**config.mk**
```make
export PLATFORM = sky130hd
export DESIGN_NAME = ex_muldiv
export DESIGN_NICKNAME = d
export VERILOG_FILES = /design/src/rtl/ex_muldiv.sv
export SDC_FILE = /design/constraint.sdc
export NUM_CORES = 1
export LEC_CHECK = 0
export ABC_AREA = 1
export CAP_MARGIN = 20
export CORE_AREA = 4 4 218 220
export CTS_BUF_LIST = sky130_fd_sc_hd__clkbuf_8
export DETAILED_ROUTE_END_ITERATION = 6
export DIE_AREA = 0 0 222 224
export PLACE_DENSITY = 0.7
export SLEW_MARGIN = 5
export SYNTH_ARGS = -nofsm -noshare
export SYNTH_HDL_FRONTEND = slang
export SYNTH_SLANG_ARGS = --single-unit
```
**constraint.sdc**
```tcl
create_clock -name clk -period 9.7 [get_ports clk]
set_input_delay 1.94 -clock clk [delete_from_list [all_inputs] [get_ports clk]]
set_output_delay 1.94 -clock clk [all_outputs]
set_load 0.03 [all_outputs]
```
**src/rtl/ex_muldiv.sv**
```systemverilog
// Iterative RV32M multiply/divide unit for the execute stage.
// Shift-add multiply and restoring divide, one bit per cycle; divide-by-zero and signed overflow finish in one cycle.
module ex_muldiv #(
   parameter int DATA_W = 32,
   parameter int CNT_W  = 6
) (
   input  logic              clk,
   input  logic              reset,
   input  logic              valid_ex_muldiv_i,
   input  logic              is_muldiv_ex_muldiv_i,
   input  logic [2:0]        funct3_ex_muldiv_i,
   input  logic [DATA_W-1:0] op1_ex_muldiv_i,
   input  logic [DATA_W-1:0] op2_ex_muldiv_i,
   input  logic              kill_ex_muldiv_i,
   output logic              stall_ex_muldiv_o,
   output logic              done_ex_muldiv_o,
   output logic [DATA_W-1:0] result_ex_muldiv_o
);

   localparam int W2 = 2 * DATA_W;

   typedef enum logic [1:0] {
      S_IDLE = 2'd0,
      S_MUL  = 2'd1,
      S_DIV  = 2'd2,
      S_DONE = 2'd3
   } state_t;

   state_t            state_q, state_d;
   logic [CNT_W-1:0]  cnt_q, cnt_d;
   logic [W2-1:0]     acc_q, acc_d;
   logic [DATA_W-1:0] opa_q, opa_d;
   logic [DATA_W-1:0] opb_q, opb_d;
   logic [2:0]        f3_q, f3_d;
   logic              neg_q, neg_d;
   logic              rneg_q, rneg_d;
   logic [DATA_W-1:0] res_q, res_d;
   logic              done_q, done_d;

   logic              start_s;
   logic              sa_s, sb_s;
   logic              div_zero_s, ovf_s, last_s;
   logic [DATA_W:0]   mul_sum_s;
   logic [W2-1:0]     acc_mul_s, prod_s;
   logic [DATA_W:0]   rem_sh_s, diff_s;
   logic [W2-1:0]     acc_div_s;
   logic [DATA_W-1:0] mul_res_s, div_res_s;

   function automatic logic [DATA_W-1:0] mag(input logic [DATA_W-1:0] v, input logic neg);
      return neg ? (~v + DATA_W'(1)) : v;
   endfunction

   assign start_s = valid_ex_muldiv_i & is_muldiv_ex_muldiv_i & ~kill_ex_muldiv_i & (state_q == S_IDLE);

   // Operand signedness: MULH signs both, MULHSU only op1; DIV/REM sign both, unsigned forms none.
   assign sa_s = funct3_ex_muldiv_i[2] ? (~funct3_ex_muldiv_i[0] & op1_ex_muldiv_i[DATA_W-1])
                                       : ((funct3_ex_muldiv_i[1] ^ funct3_ex_muldiv_i[0]) & op1_ex_muldiv_i[DATA_W-1]);
   assign sb_s = funct3_ex_muldiv_i[2] ? (~funct3_ex_muldiv_i[0] & op2_ex_muldiv_i[DATA_W-1])
                                       : ((funct3_ex_muldiv_i[1:0] == 2'b01) & op2_ex_muldiv_i[DATA_W-1]);

   assign div_zero_s = (op2_ex_muldiv_i == {DATA_W{1'b0}});
   assign ovf_s      = ~funct3_ex_muldiv_i[0]
                       & (op1_ex_muldiv_i == {1'b1, {(DATA_W-1){1'b0}}})
                       & (op2_ex_muldiv_i == {DATA_W{1'b1}});
   assign last_s     = (cnt_q == CNT_W'(DATA_W - 1));

   assign mul_sum_s = {1'b0, acc_q[W2-1:DATA_W]} + (opa_q[0] ? {1'b0, opb_q} : {(DATA_W+1){1'b0}});
   assign acc_mul_s = {mul_sum_s, acc_q[DATA_W-1:1]};
   assign prod_s    = neg_q ? (~acc_mul_s + W2'(1)) : acc_mul_s;
   assign mul_res_s = (f3_q[1:0] == 2'b00) ? prod_s[DATA_W-1:0] : prod_s[W2-1:DATA_W];

   // Restoring step: remainder in the upper half, dividend shifts out / quotient shifts in below.
   assign rem_sh_s  = {acc_q[W2-1:DATA_W], acc_q[DATA_W-1]};
   assign diff_s    = rem_sh_s - {1'b0, opb_q};
   assign acc_div_s = diff_s[DATA_W] ? {rem_sh_s[DATA_W-1:0], acc_q[DATA_W-2:0], 1'b0}
                                     : {diff_s[DATA_W-1:0], acc_q[DATA_W-2:0], 1'b1};
   assign div_res_s = f3_q[1] ? mag(acc_div_s[W2-1:DATA_W], rneg_q) : mag(acc_div_s[DATA_W-1:0], neg_q);

   // Next-state and datapath update; kill overrides everything but reset.
   always_comb begin
      state_d = state_q;
      cnt_d   = cnt_q;
      acc_d   = acc_q;
      opa_d   = opa_q;
      opb_d   = opb_q;
      f3_d    = f3_q;
      neg_d   = neg_q;
      rneg_d  = rneg_q;
      res_d   = res_q;
      done_d  = 1'b0;
      if (kill_ex_muldiv_i) begin
         state_d = S_IDLE;
      end else begin
         case (state_q)
            S_IDLE: begin
               if (start_s) begin
                  f3_d = funct3_ex_muldiv_i;
                  cnt_d = {CNT_W{1'b0}};
                  neg_d = sa_s ^ sb_s;
                  rneg_d = sa_s;
                  opb_d = mag(op2_ex_muldiv_i, sb_s);
                  if (!funct3_ex_muldiv_i[2]) begin
                     state_d = S_MUL;
                     opa_d = mag(op1_ex_muldiv_i, sa_s);
                     acc_d = {W2{1'b0}};
                  end else if (div_zero_s) begin
                     state_d = S_DONE;
                     done_d = 1'b1;
                     res_d = funct3_ex_muldiv_i[1] ? op1_ex_muldiv_i : {DATA_W{1'b1}};
                  end else if (ovf_s) begin
                     state_d = S_DONE;
                     done_d = 1'b1;
                     res_d = funct3_ex_muldiv_i[1] ? {DATA_W{1'b0}} : op1_ex_muldiv_i;
                  end else begin
                     state_d = S_DIV;
                     acc_d = {{DATA_W{1'b0}}, mag(op1_ex_muldiv_i, sa_s)};
                  end
               end else begin
                  state_d = S_IDLE;
               end
            end
            S_MUL: begin
               acc_d = acc_mul_s;
               opa_d = {1'b0, opa_q[DATA_W-1:1]};
               cnt_d = cnt_q + CNT_W'(1);
               if (last_s) begin
                  state_d = S_DONE;
                  done_d = 1'b1;
                  res_d = mul_res_s;
               end else begin
                  state_d = S_MUL;
               end
            end
            S_DIV: begin
               acc_d = acc_div_s;
               cnt_d = cnt_q + CNT_W'(1);
               if (last_s) begin
                  state_d = S_DONE;
                  done_d = 1'b1;
                  res_d = div_res_s;
               end else begin
                  state_d = S_DIV;
               end
            end
            S_DONE: state_d = S_IDLE;
            default: state_d = S_IDLE;
         endcase
      end
   end

   // State and output registers.
   always_ff @(posedge clk or posedge reset) begin
      if (reset) begin
         state_q <= S_IDLE;
         cnt_q   <= {CNT_W{1'b0}};
         acc_q   <= {W2{1'b0}};
         opa_q   <= {DATA_W{1'b0}};
         opb_q   <= {DATA_W{1'b0}};
         f3_q    <= 3'd0;
         neg_q   <= 1'b0;
         rneg_q  <= 1'b0;
         res_q   <= {DATA_W{1'b0}};
         done_q  <= 1'b0;
      end else begin
         state_q <= state_d;
         cnt_q   <= cnt_d;
         acc_q   <= acc_d;
         opa_q   <= opa_d;
         opb_q   <= opb_d;
         f3_q    <= f3_d;
         neg_q   <= neg_d;
         rneg_q  <= rneg_d;
         res_q   <= res_d;
         done_q  <= done_d;
      end
   end

   assign stall_ex_muldiv_o  = start_s | (state_q == S_MUL) | (state_q == S_DIV);
   assign done_ex_muldiv_o   = done_q;
   assign result_ex_muldiv_o = res_q;

endmodule

```
# ---- After elaboration in Yosys (flattened, before gate mapping)
# Index checks and enable logic that the tools add are counted.
dict set report classes {
  n_eq_ne 15
  n_addsub 8
  reduce_logical 12
  muxes 45
  n_bitwise 20
}
# cell count
set ops {}
lappend ops {{32-bit two-way mux} 17}
lappend ops {{64-bit two-way mux} 6}
lappend ops {{64-bit one-hot mux with 3 select lines} 1}
lappend ops {{32-bit by 1-bit adder with 32-bit output (second input constant)} 4}
lappend ops {{32-bit inverter} 4}
lappend ops {{32-bit one-hot mux with 3 select lines} 1}
lappend ops {{64-bit by 1-bit adder with 64-bit output (second input constant)} 1}
lappend ops {{32-bit equality test (second input constant)} 2}
lappend ops {{64-bit inverter} 1}
lappend ops {{32-bit one-hot mux with 2 select lines} 1}
lappend ops {{32-bit by 32-bit adder with 33-bit output} 1}
lappend ops {{33-bit by 32-bit subtractor with 33-bit output} 1}
lappend ops {{32-bit zero test} 1}
lappend ops {{6-bit one-hot mux with 2 select lines} 1}
lappend ops {{1-bit two-way mux} 11}
lappend ops {{2-bit inequality test (second input constant)} 5}
lappend ops {{1-bit bitwise AND} 9}
lappend ops {{3-bit inequality test (second input constant)} 3}
lappend ops {{2-bit two-way mux} 4}
lappend ops {{2-bit one-hot mux with 4 select lines} 1}
lappend ops {{7-bit AND reduction} 1}
lappend ops {{6-bit by 1-bit adder with 6-bit output (second input constant)} 1}
lappend ops {{6-bit by 5-bit equality test with 1-bit output (second input constant)} 1}
lappend ops {{6-bit two-way mux} 1}
lappend ops {{13 further kinds} 21}
dict set report totals {
  in_bits 72
  reg_bits 173
  wordCells 110
}

# ---- Logic depth before layout (Yosys ltp)
# Gate-level depths: netlist (run 1).
dict set report depth {
  depth_word 9
  depth_mapped 30
  mapped_depth_nobuf 28
}

# ---- Worst setup path before layout (run 1)
# Ideal clock, no wire load.
dict set report synth_timing {
  kind {input port to output port}
  startpoint {input valid_ex_muldiv_i}
  endpoint {output stall_ex_muldiv_o}
  t_arrival_ps 3311
  required_time_ps 7760
  path_slack_ps 4449
  cell_stages 7
  path_buffers 1
  path_cell_list {nand2_1 a21oi_1 inv_1 nor2_1 clkinv_1 clkbuf_1 nand3_1}
}
dict set report synth_between {
  elab_chain_len 5
}
# element line_no
set synth_rtl {}
lappend synth_rtl {{start, declared} 9} ;# input logic valid_ex_muldiv_i,
lappend synth_rtl {{1-bit bitwise AND (3 in a row)} 53} ;# assign start_s = valid_ex_muldiv_i & is_muldiv_ex_muldiv_i & ~kill_ex_muldiv_i & (state_q == S_IDLE);
lappend synth_rtl {{1-bit bitwise OR (2 in a row)} 178} ;# assign stall_ex_muldiv_o = start_s | (state_q == S_MUL) | (state_q == S_DIV);
lappend synth_rtl {{end, declared} 15} ;# output logic stall_ex_muldiv_o,
# No other way between the ends.

# ---- Final worst setup path (run 1)
dict set report layout_timing {
  startpoint {input is_muldiv_ex_muldiv_i}
  endpoint {output stall_ex_muldiv_o}
}
dict set report layout_between {
  elab_chain_len 5
}
# element line_no
set layout_rtl {}
lappend layout_rtl {{start, declared} 10} ;# input logic is_muldiv_ex_muldiv_i,
lappend layout_rtl {{1-bit bitwise AND (3 in a row)} 53}
lappend layout_rtl {{1-bit bitwise OR (2 in a row)} 178}
# No other way between the ends.

==> results of run 1 <==
## layout make-up
type,instances,share of cell area
Timing Repair Buffer,129,0.05598
Tap cell,600,0.03379
Sequential cell,173,0.1949
Clock buffer,18,0.01115
Multi-Input combinational cell,2765,0.6098
Clock inverter,13,0.006984
Inverter,515,0.08735
## kinds of logic after synthesis
group                      count (synthesis)  synth area share
and+or+nand+nor                         1934            0.3972
xor gates and xnor gates                  81           0.03479
AOI/OAI and AO/OA                        668            0.1809
DFF                                      173            0.2123
buffers and inverters                    653            0.1242
muxes                                      1         0.0004909
adders and majority gates                 81           0.05007
## layout by cell type, fill, tap and decap left out, types with 6 or more instances in the layout
cell / instances
nand2_1: 1142
nor4_1: 13
a31oi_1: 19
xor2_1: 68
nor2_1: 321
o211ai_1: 29
clkdlybuf4s50_1: 105
inv_1: 497
a22oi_1: 15
a21oi_1: 204
o22ai_1: 66
nor2_2: 10
or2_2: 6
o21ai_1: 28
clkbuf_8: 18
inv_2: 9
dfrtp_1: 172
xnor2_1: 13
nor3_1: 44
nand3b_1: 19
nand4_1: 43
nand3_1: 296
clkinv_1: 8
nand2_2: 16
buf_4: 23
o21ai_0: 266
o2111ai_1: 6
ha_1: 75
## metrics by stage
stage / util / hold WS [ps] / instances / power [mW]
3_3_place_gp: 0.4813 / 462.0 / 4181 / 3.503
6_report: 0.4906 / 488.2 / 4213 / 4.137
5_1_grt: 0.4906 / 514.8 / 4213 / 4.443
2_1_floorplan: - / 442.9 / 3591 / 2.679
4_1_cts: 0.4902 / 494.3 / 4212 / 4.067
3_5_place_dp: 0.4813 / 467.1 / 4181 / 3.510
## final timing paths
| kind | from | end | slack (ps) | cells after the start |
|---|---|---|---|---|
| worst max-delay path | is_muldiv_ex_muldiv_i | stall_ex_muldiv_o | 3710 | 9 |
| worst min-delay path | result_ex_muldiv_o[18]$_DFFE_PP0P_ | result_ex_muldiv_o[18]$_DFFE_PP0P_ | 490 | 2 |
| worst max register to register | acc_q[31]$_DFFE_PP0P_ | result_ex_muldiv_o[2]$_DFFE_PP0P_ | 4440 | 21 |
| worst min register to register | result_ex_muldiv_o[18]$_DFFE_PP0P_ | result_ex_muldiv_o[18]$_DFFE_PP0P_ | 490 | 2 |
| max in group asynchronous | reset | opa_q[4]$_DFFE_PP0P_ | 6360 | 3 |
| min in group asynchronous | reset | opb_q[21]$_DFFE_PP0P_ | 1990 | 2 |
## per-layer routing
metal  share of wire  track usage
met5               0            0
met4           0.036       0.1002
met3            0.11      0.06198
met2            0.42       0.5004
met1            0.44       0.4771
## registers in the layout, indices dropped and copies added, names as in the netlist
name and count:
neg_q 1, done_ex_muldiv_o 1, opa_q 32, acc_q 64, cnt_q 6, result_ex_muldiv_o 32, state_q 2, rneg_q 1
f3_q 2, opb_q 32
## report_power, final
part | total (mW) | internal, mW | switching, mW
Combinational | 2.52 | 0.757 | 1.76
Sequential | 1.07 | 0.900 | 0.168
Clock | 0.554 | 0.241 | 0.313
## critical path, stage by stage
cell and delay [ps]:
clkdlybuf4s50_1 450, nand2_1 40, a21oi_1 190, inv_1 140, nor2_2 120, clkinv_1 70
buf_4 270, nand3_1 130, clkdlybuf4s50_1 700
==> results.md, run 1 <==
- Outcome: finished clean
- Max cap viols: 0
- Startpoint types: primary input
- Buffer count from post-CTS setup fixing: 0
- Final hold violation count: 0
- Final Max Slew Viols: 0
- ANT cells: 0
- Most area-consuming cells after synthesis: dfrtp_1, nand2_1, inv_1
- Filler Cell Count: 5,016
- Number of synthesized flops with an enable pin: 0
- Most common cell in the netlist: nand2_1
- CTS tree: done
- Synthesis-stage register bit count: 173
- Post-Synthesis Cell Area: 20,390 um^2
- Largest net degree at the start of global routing: 117
- Multi-input logic area: 13,550 um^2
- Unrepaired setup endpoints after global routing: false
- Critical Path RT: 7760 ps
- Overall Global Routing Usage: 0.3295
- Worst slew margin: 0.3121
- Clock sink count: 173
- Nets: 3,751
- Core ar.: 45,280 um^2
- Post-DP HPWL: 66,560 um
- 1st-iter DRT viols: 3,614
- FF/Latch Area: 4330 um^2
- Final wirelength: 84,680 um
- Critical path class: in -> out
- Clock transition at the registers of the reported paths: 100 ps
- Peak supply drop: 99.61 uV
- Die Wd: 222 um
- Top-area cell type share of the netlist area: 0.2123
- Placed Area: 21,790 um^2
- Power density cells: 186.2 nW/um^2
- Area leader, netlist: dfrtp_1
- Final Cycle Share: 0.6178
- Critical path endpoint category: output port
- Area grow syn2layout: 8.959%
- Die Area: 49,730 um^2
- Maximum number of buffers from clock root to sink: 2
- Vias/cell: 5.734
- Worst-Margin Slew: 1026 ps
- Post-CTS sizing: 0
- Mapped Nets: 3,741
- CTS H-tree depth: 4
- Synth async-reset ratio: 1.000
- Number of buffers created by CTS: 17
- GP Congestion: 1.063
- IO buf count: 105
- TritonRoute pass-1 iters: 6
- Pre-CTS setup slack: 3483 ps
- Setup TNS: 0 ps
- CTS root buffer: clkbuf_8
- Fraction of layout cells with a size suffix above 1: 0.03238
- Global-route wire length before repair: 129,400 um
- Post-route cell area: 22,220 um^2
- Post-route setup slack: 3707 ps
- Tmin final: 5993 ps
- Die Y: 224 um
- Syn_area_per_cell: 5.678 um^2
- Worst hold path class: reg -> reg
- Post-route antenna net violation count: 0
- Top post-synthesis cells by count: nand2_1, inv_1, nor2_1
- # setup viols final: 0
- Detailed-route via count: 24,160
- I/O pin total: 106
- Initial core utilization: 0.4503
- GRT overflow: 0
- Cts hold-fix bufs: 0
- Worst skew pair latency: 510 ps
- YS warnings: 0
- Row cnt: 78
- Leakage power total: 11.52 nW
- Antenna violations before repair: 1
- Routed length per instance: 20.10 um
- CP max FO: 52
- CP arrival: 4050 ps
- Synth cell types: 58
- Clock Skew: 14.81 ps
- DR DRC count: 0
- Syn Inst Count: 3,591
- Sequential-to-total area share from yosys stat: 0.2123
- Fmax: 166.9 MHz
- Vias in the first global route: 21,660
- Synth Flop Type: dfrtp_1
Power figures use the tool's default switching activity.
==> run 2, diff against run 1 <==
clock period = 5.85 ns   (was 9.7 ns; I/O delays follow)
==> results.md, run 2 (synthesis gave the netlist of run 1 again) <==
- Nets: 3,759
- Die Wd: 222 um
- Worst slew margin: 0.2675
- Leakage power total: 11.58 nW
- Area grow syn2layout: 9.622%
- Final Max Slew Viols: 0
- Non-Filler Instances: 4,222
- DR DRC count: 0
- Core ar.: 45,280 um^2
- CP arrival: 5120 ps
- Vias/cell: 5.741
- Initial core utilization: 0.4503
- CP max FO: 40
- CTS H-tree depth: 4
- Die Y: 224 um
- Peak supply drop: 201.9 uV
- Clock Skew: 23.26 ps
- Number of buffers created by CTS: 17
- Max FFs per register: 64
- Crit-path most repeated cell: nand2_1
- Total chip power: 6.926 mW
- CTS root buffer: clkbuf_8
- # setup viols final: 0
- Post-route antenna net violation count: 0
- Max cap viols: 0
- Critical path endpoint category: register
- GRT overflow: 0
- I/O pin total: 106
- Clock sink count: 173
- Worst Reg-to-Reg Cells: 28
- Worst-Margin Slew: 1098 ps
- ANT cells: 0
- Buffer count from post-CTS setup fixing: 0
- Hold slack: 489.6 ps
- Tmin final: 4668 ps
- Setup TNS: 0 ps
- Critical path class: reg -> reg
- Most common cell after layout, fill and taps aside: nand2_1
- Multi-input logic area: 13,550 um^2
- FF/Latch Area: 4330 um^2
- Fmax: 214.2 MHz
- Final hold violation count: 0
- Hold Crit Start: result_ex_muldiv_o[8]$_DFFE_PP0P_
- DP Cell Count: 4,188
- Top reg by flops: acc_q
- Worst skew pair latency: 550 ps
- Unrepaired setup endpoints after global routing: false
- 1st-iter DRT viols: 3,331
- Filler Cell Count: 4,940
- Global-route wire length before repair: 125,900 um
- Row cnt: 78
- TritonRoute pass-1 iters: 7
- Detailed-route via count: 24,240
- Worst hold path class: reg -> reg
- Hold path depth: 2
- Post-CTS sizing: 0
- Critical Path RT: 6300 ps
- Vias in the first global route: 21,170
- Commonest non-fill, non-tap cells in the layout: nand2_1, inv_1, nor2_1
- Slowest cell on crit path: dfrtp_1
- Startpoint types: register
- Worst hold endpoint: result_ex_muldiv_o[8]$_DFFE_PP0P_
- Die Area: 49,730 um^2
- Clock transition at the registers of the reported paths: 110 ps
- Post-DP HPWL: 64,720 um
- R2R setup slack: 1180 ps
- Placed Area: 21,850 um^2
- GP Congestion: 1.071
- IO buf count: 105
- Outcome: finished clean
- Fraction of layout cells with a size suffix above 1: 0.03479
- Cts hold-fix bufs: 0
- Power density cells: 309.8 nW/um^2
- Overall Global Routing Usage: 0.3210
- Slowest stage delay, CP: 480 ps
- Post-route cell area: 22,350 um^2
- Antenna violations before repair: 1
- Maximum number of buffers from clock root to sink: 2
- Largest net degree at the start of global routing: 123
- Routed length per instance: 19.64 um
- CTS tree: done
- Reg-to-reg endpoint: result_ex_muldiv_o[30]$_DFFE_PP0P_
- Final wirelength: 82,920 um
- Reg-to-Reg Start: acc_q[31]$_DFFE_PP0P_
- Final Cycle Share: 0.7980
## run 2: cell count changes in the layout (fill, tap and decap cells not counted)
cell | before | now
buf_16 | 0 | 2
buf_4 | 23 | 30
bufinv_16 | 2 | 4
clkbuf_8 | 18 | 17
clkdlybuf4s50_1 | 105 | 104
clkinv_2 | 1 | 0
clkinv_4 | 3 | 0
clkinvlp_4 | 2 | 6
inv_1 | 497 | 498
inv_8 | 3 | 2
## run 2: where the power goes
| part | total (mW) | internal [mW] | switching, mW | leakage (nW) |
|---|---|---|---|---|
| logic | 4.15 | 1.26 | 2.88 | 9.13 |
| registers | 1.77 | 1.49 | 0.282 | 2.25 |
| clock network | 1.01 | 0.472 | 0.535 | 0.211 |
| total | 6.93 | 3.23 | 3.70 | 11.6 |
## run 2: worst max path at each step
| stage | endpoint | slack [ps] | startpoint |
|---|---|---|---|
| after floorplan | stall_ex_muldiv_o | 2140 | valid_ex_muldiv_i |
| after global placement | acc_q[58]$_DFFE_PP0P_ | 970 | op2_ex_muldiv_i[0] |
| after detailed placement | acc_q[56]$_DFFE_PP0P_ | 870 | op2_ex_muldiv_i[1] |
| after CTS | result_ex_muldiv_o[22]$_DFFE_PP0P_ | 1350 | acc_q[31]$_DFFE_PP0P_ |
| after global routing | result_ex_muldiv_o[25]$_DFFE_PP0P_ | 890 | opa_q[0]$_DFFE_PP0P_ |
| final | result_ex_muldiv_o[30]$_DFFE_PP0P_ | 1180 | acc_q[31]$_DFFE_PP0P_ |
## run 2: final cells by class
cell class | instances | share of cell area
multi-input combinational | 2765 | 0.6061
clock buffer | 17 | 0.01047
tap | 600 | 0.03359
timing repair buffer | 137 | 0.06001
inverter | 515 | 0.08665
clock inverter | 15 | 0.009404
sequential | 173 | 0.1937
## run 2: per-layer routing
layer,GRT usage,up-vias,part of all wire
met2,0.4705,1424,0.41
met1,0.4523,10960,0.42
met5,0.01803,-,0.0017
li1,-,11670,-
met4,0.1142,4,0.040
met3,0.08963,183,0.13
## run 2: worst max-delay path, delay by kind of cell (launching register included)
family / cells / cell delay, ps
AND/OR/NAND/NOR: 23 / 2960
adder cells (fa/ha/maj): 3 / 880
flip-flops: 1 / 480
buffers and inverters: 2 / 250
## run 2: stage by stage
stage | setup slack (ps) | utilization
6_report | 1182 | 0.4936
3_3_place_gp | 971.6 | 0.4826
2_1_floorplan | 2139 | -
5_1_grt | 892.6 | 0.4936
3_5_place_dp | 865.4 | 0.4826
4_1_cts | 1347 | 0.4924
==> RTL change: new RTL, flow settings as in run 2 <==
`CNT_W`: 6 -> 12.
--- a/src/rtl/ex_muldiv.sv
+++ b/src/rtl/ex_muldiv.sv
@@ -2,7 +2,7 @@
 // Shift-add multiply and restoring divide, one bit per cycle; divide-by-zero and signed overflow finish in one cycle.
 module ex_muldiv #(
    parameter int DATA_W = 32,
-   parameter int CNT_W  = 6
+   parameter int CNT_W  = 12
 ) (
    input  logic              clk,
    input  logic              reset,
Behaviour: no difference found for any inputs over 4 cycles, from zero or initial values and one cycle with reset high; that may be too few to reach the edited logic, so the function may still have changed.
==> RTL change against run 2 <==
The flow now finishes with violations (design-rule violations); sequential cell count increased by 6; global-route usage rose by 2.0 points; non-clock buffer count decreased by 3; wire length is 6.1% higher; setup slack better by 0.053 ns; critical path depth down 5; area after synthesis grew 2.9%; design area up 2.5%; combinational power is 25% lower; power fell by 17%; critical endpoint is now result_ex_muldiv_o[13]; highest routed layer unchanged.
==> RTL change: results (changes against run 2) <==
Run status
  • Status: finished, violations left (was completed)
  • Failing checks: design-rule violations

Worst hold path
  • Min-Delay Path Depth: 2 (unchanged)
  • Worst hold path class: reg2reg (unchanged)

Synthesis
  • Register area share after synthesis: 0.214 (was 0.212)
  • Ranking of synthesized cells by area: nand2_1, dfrtp_1, inv_1 (was dfrtp_1, nand2_1, inv_1)
  • Synthesized Nets: 3,838 (was 3,741)
  • Most frequent cells after synthesis: nand2_1, inv_1, nor2_1 (unchanged)
  • Share of the synthesized area in the top cell type: 0.216 (was 0.212)
  • Count of cell types in the netlist: 58 (unchanged)
  • Syn. warnings: 0 (unchanged)
  • Top_reg_cell synth: dfrtp_1 (unchanged)

Timing
  • Clock Skew: 0.0270 ns (was 0.0233 ns)
  • Max-slew violation count: 0 (unchanged)
  • Setup violators final: 0 (unchanged)
  • Slew HR: 0.232 (was 0.267)

Setup path
  • Reg2Reg Depth: 23 (was 28)
  • Worst Path Max Fanout: 11 (was 40)
  • Arr. time, crit path: 5.08 ns (was 5.12 ns)

Final layout
  • Layout Nets: 3,858 (was 3,759)
  • Fillers: 4,990 (was 4,940)
  • Max FFs per register: 64 (unchanged)
  • Share of layout cells above drive strength 1: 0.0430 (was 0.0348)
  • Most flop-heavy register: acc_q (unchanged)

Clock network
  • Worst-path clk slew: 0.12 ns
  • CTS buffer count: 17 (unchanged)
  • Max clock buf depth: 2 (unchanged)
  • Setup Buffers After CTS: 0 (unchanged)
  • H-tree levels: 4 (unchanged)
  • Clock latency on the worst-skew pair: 0.56 ns

Place
  • Placer congestion estimate: 1.04 (was 1.07)
  • I/O Buffers: 105 (unchanged)
  • Hpwl dp: 68,900 um (was 64,700 um)
  • Dpl ws: 0.945 ns (was 0.865 ns)

Route
  • Drt wl/cell: 20.3 um (was 19.6 um)
  • Initial drt markers: 3,557 (was 3,331)
  • Via count: 25,300 (was 24,200)
  • Drt drc: 10 (was 0)

GRT
  • Largest net degree at the start of global routing: 119 (was 123)
  • First-pass GRT wire length: 134,000 um (was 126,000 um)
  • Vias in the first global route: 22,500 (was 21,200)
  • GRT Overall Usage: 0.341 (was 0.321)
  • Initial antenna violation count: 1 (unchanged)

Pwr
  • VDD IR max: 0.189 mV (was 0.202 mV)
  • Leakage power total: 0.0118 uW (was 0.0116 uW)
-- RTL change: cell count changes after synthesis, moves of 7 or more --
cell,delta
nor2_2,+12
buf_2,-9
o22ai_1,+8
o21ai_1,-20
nor4_1,-7
inv_2,+14
nand4_1,+16
a22oi_1,-13
a21oi_1,-17
o211ai_1,+11
nand3_1,+12
a31oi_1,+7
nand2_1,+67
-- RTL change: critical path: stages (launching register included) --
cell and delay, ns:
dfrtp_1 0.57, nand2_1 0.09, inv_1 0.07, ha_1 0.28, inv_1 0.09, fa_1 0.39, inv_1 0.15, nand2_1 0.10
o21ai_2 0.36, nand2_1 0.09, nand2_1 0.25, xor2_1 0.15, nor2_1 0.28, nand2_1 0.11, nor2_1 0.26, nand2_1 0.18
nand2_1 0.15, o21ai_0 0.09, a21oi_1 0.39, nor2_1 0.08, a21oi_1 0.14, nand2_1 0.12, nand2_1 0.08, nand2_1 0.05
-- RTL change: worst paths after layout --
| path | endpoint | slack, ns | start |
|---|---|---|---|
| worst max-delay path | result_ex_muldiv_o[13] | 1.23 | opa_q[0] |
| worst min-delay path | opa_q[30] | 0.49 | opa_q[30] |
| worst max register to register | result_ex_muldiv_o[13] | 1.23 | opa_q[0] |
| worst min register to register | opa_q[30] | 0.49 | opa_q[30] |
| max in group asynchronous | result_ex_muldiv_o[18] | 4.00 | reset |
| min in group asynchronous | opa_q[14] | 1.09 | reset |
-- RTL change: logic make-up after synthesis --
logic type | synth area share
simple gates | 0.414
buf+inv | 0.122
compound gates | 0.172
flops | 0.214
fa+ha+maj | 0.0466
xor+xnor | 0.0317
-- RTL change: routing by layer --
| metal | wire length, um | up-vias | GRT usage |
|---|---|---|---|
| li1 | - | 12000 | - |
| met1 | 37100 | 11400 | 0.489 |
| met2 | 35500 | 1612 | 0.495 |
| met3 | 11600 | 239 | 0.0874 |
| met4 | 3780 | 2 | 0.128 |
| met5 | 12 | - | 0 |
-- RTL change: per-stage QoR --
step | cells | hold WS [ns] | power (uW) | area [um2]
after floorplan | 3689 | 0.444 | 3660 | 21000
after global placement | 4289 | 0.461 | 4670 | 22500
after detailed placement | 4289 | 0.461 | 4680 | 22500
after CTS | 4321 | 0.488 | 5620 | 22900
after global routing | 4322 | 0.512 | 6080 | 22900
final | 4323 | 0.486 | 5740 | 22900
-- RTL change: cell type report --
class / count / area, um2 / area share
multi-input combinational: 2852 / 14000 / 0.611
tap: 600 / 751 / 0.0328
inverter: 525 / 1970 / 0.0862
sequential: 179 / 4480 / 0.196
clock inverter: 14 / 163 / 0.00710
timing repair buffer: 134 / 1290 / 0.0565
antenna: 1 / 2.50 / 0.000109
clock buffer: 18 / 248 / 0.0108
-- RTL change: report_power, final --
part           switching [uW]  internal (uW)
Combinational            2220            915
Clock                     571            369
Sequential                227           1440
Total                    3020           2720
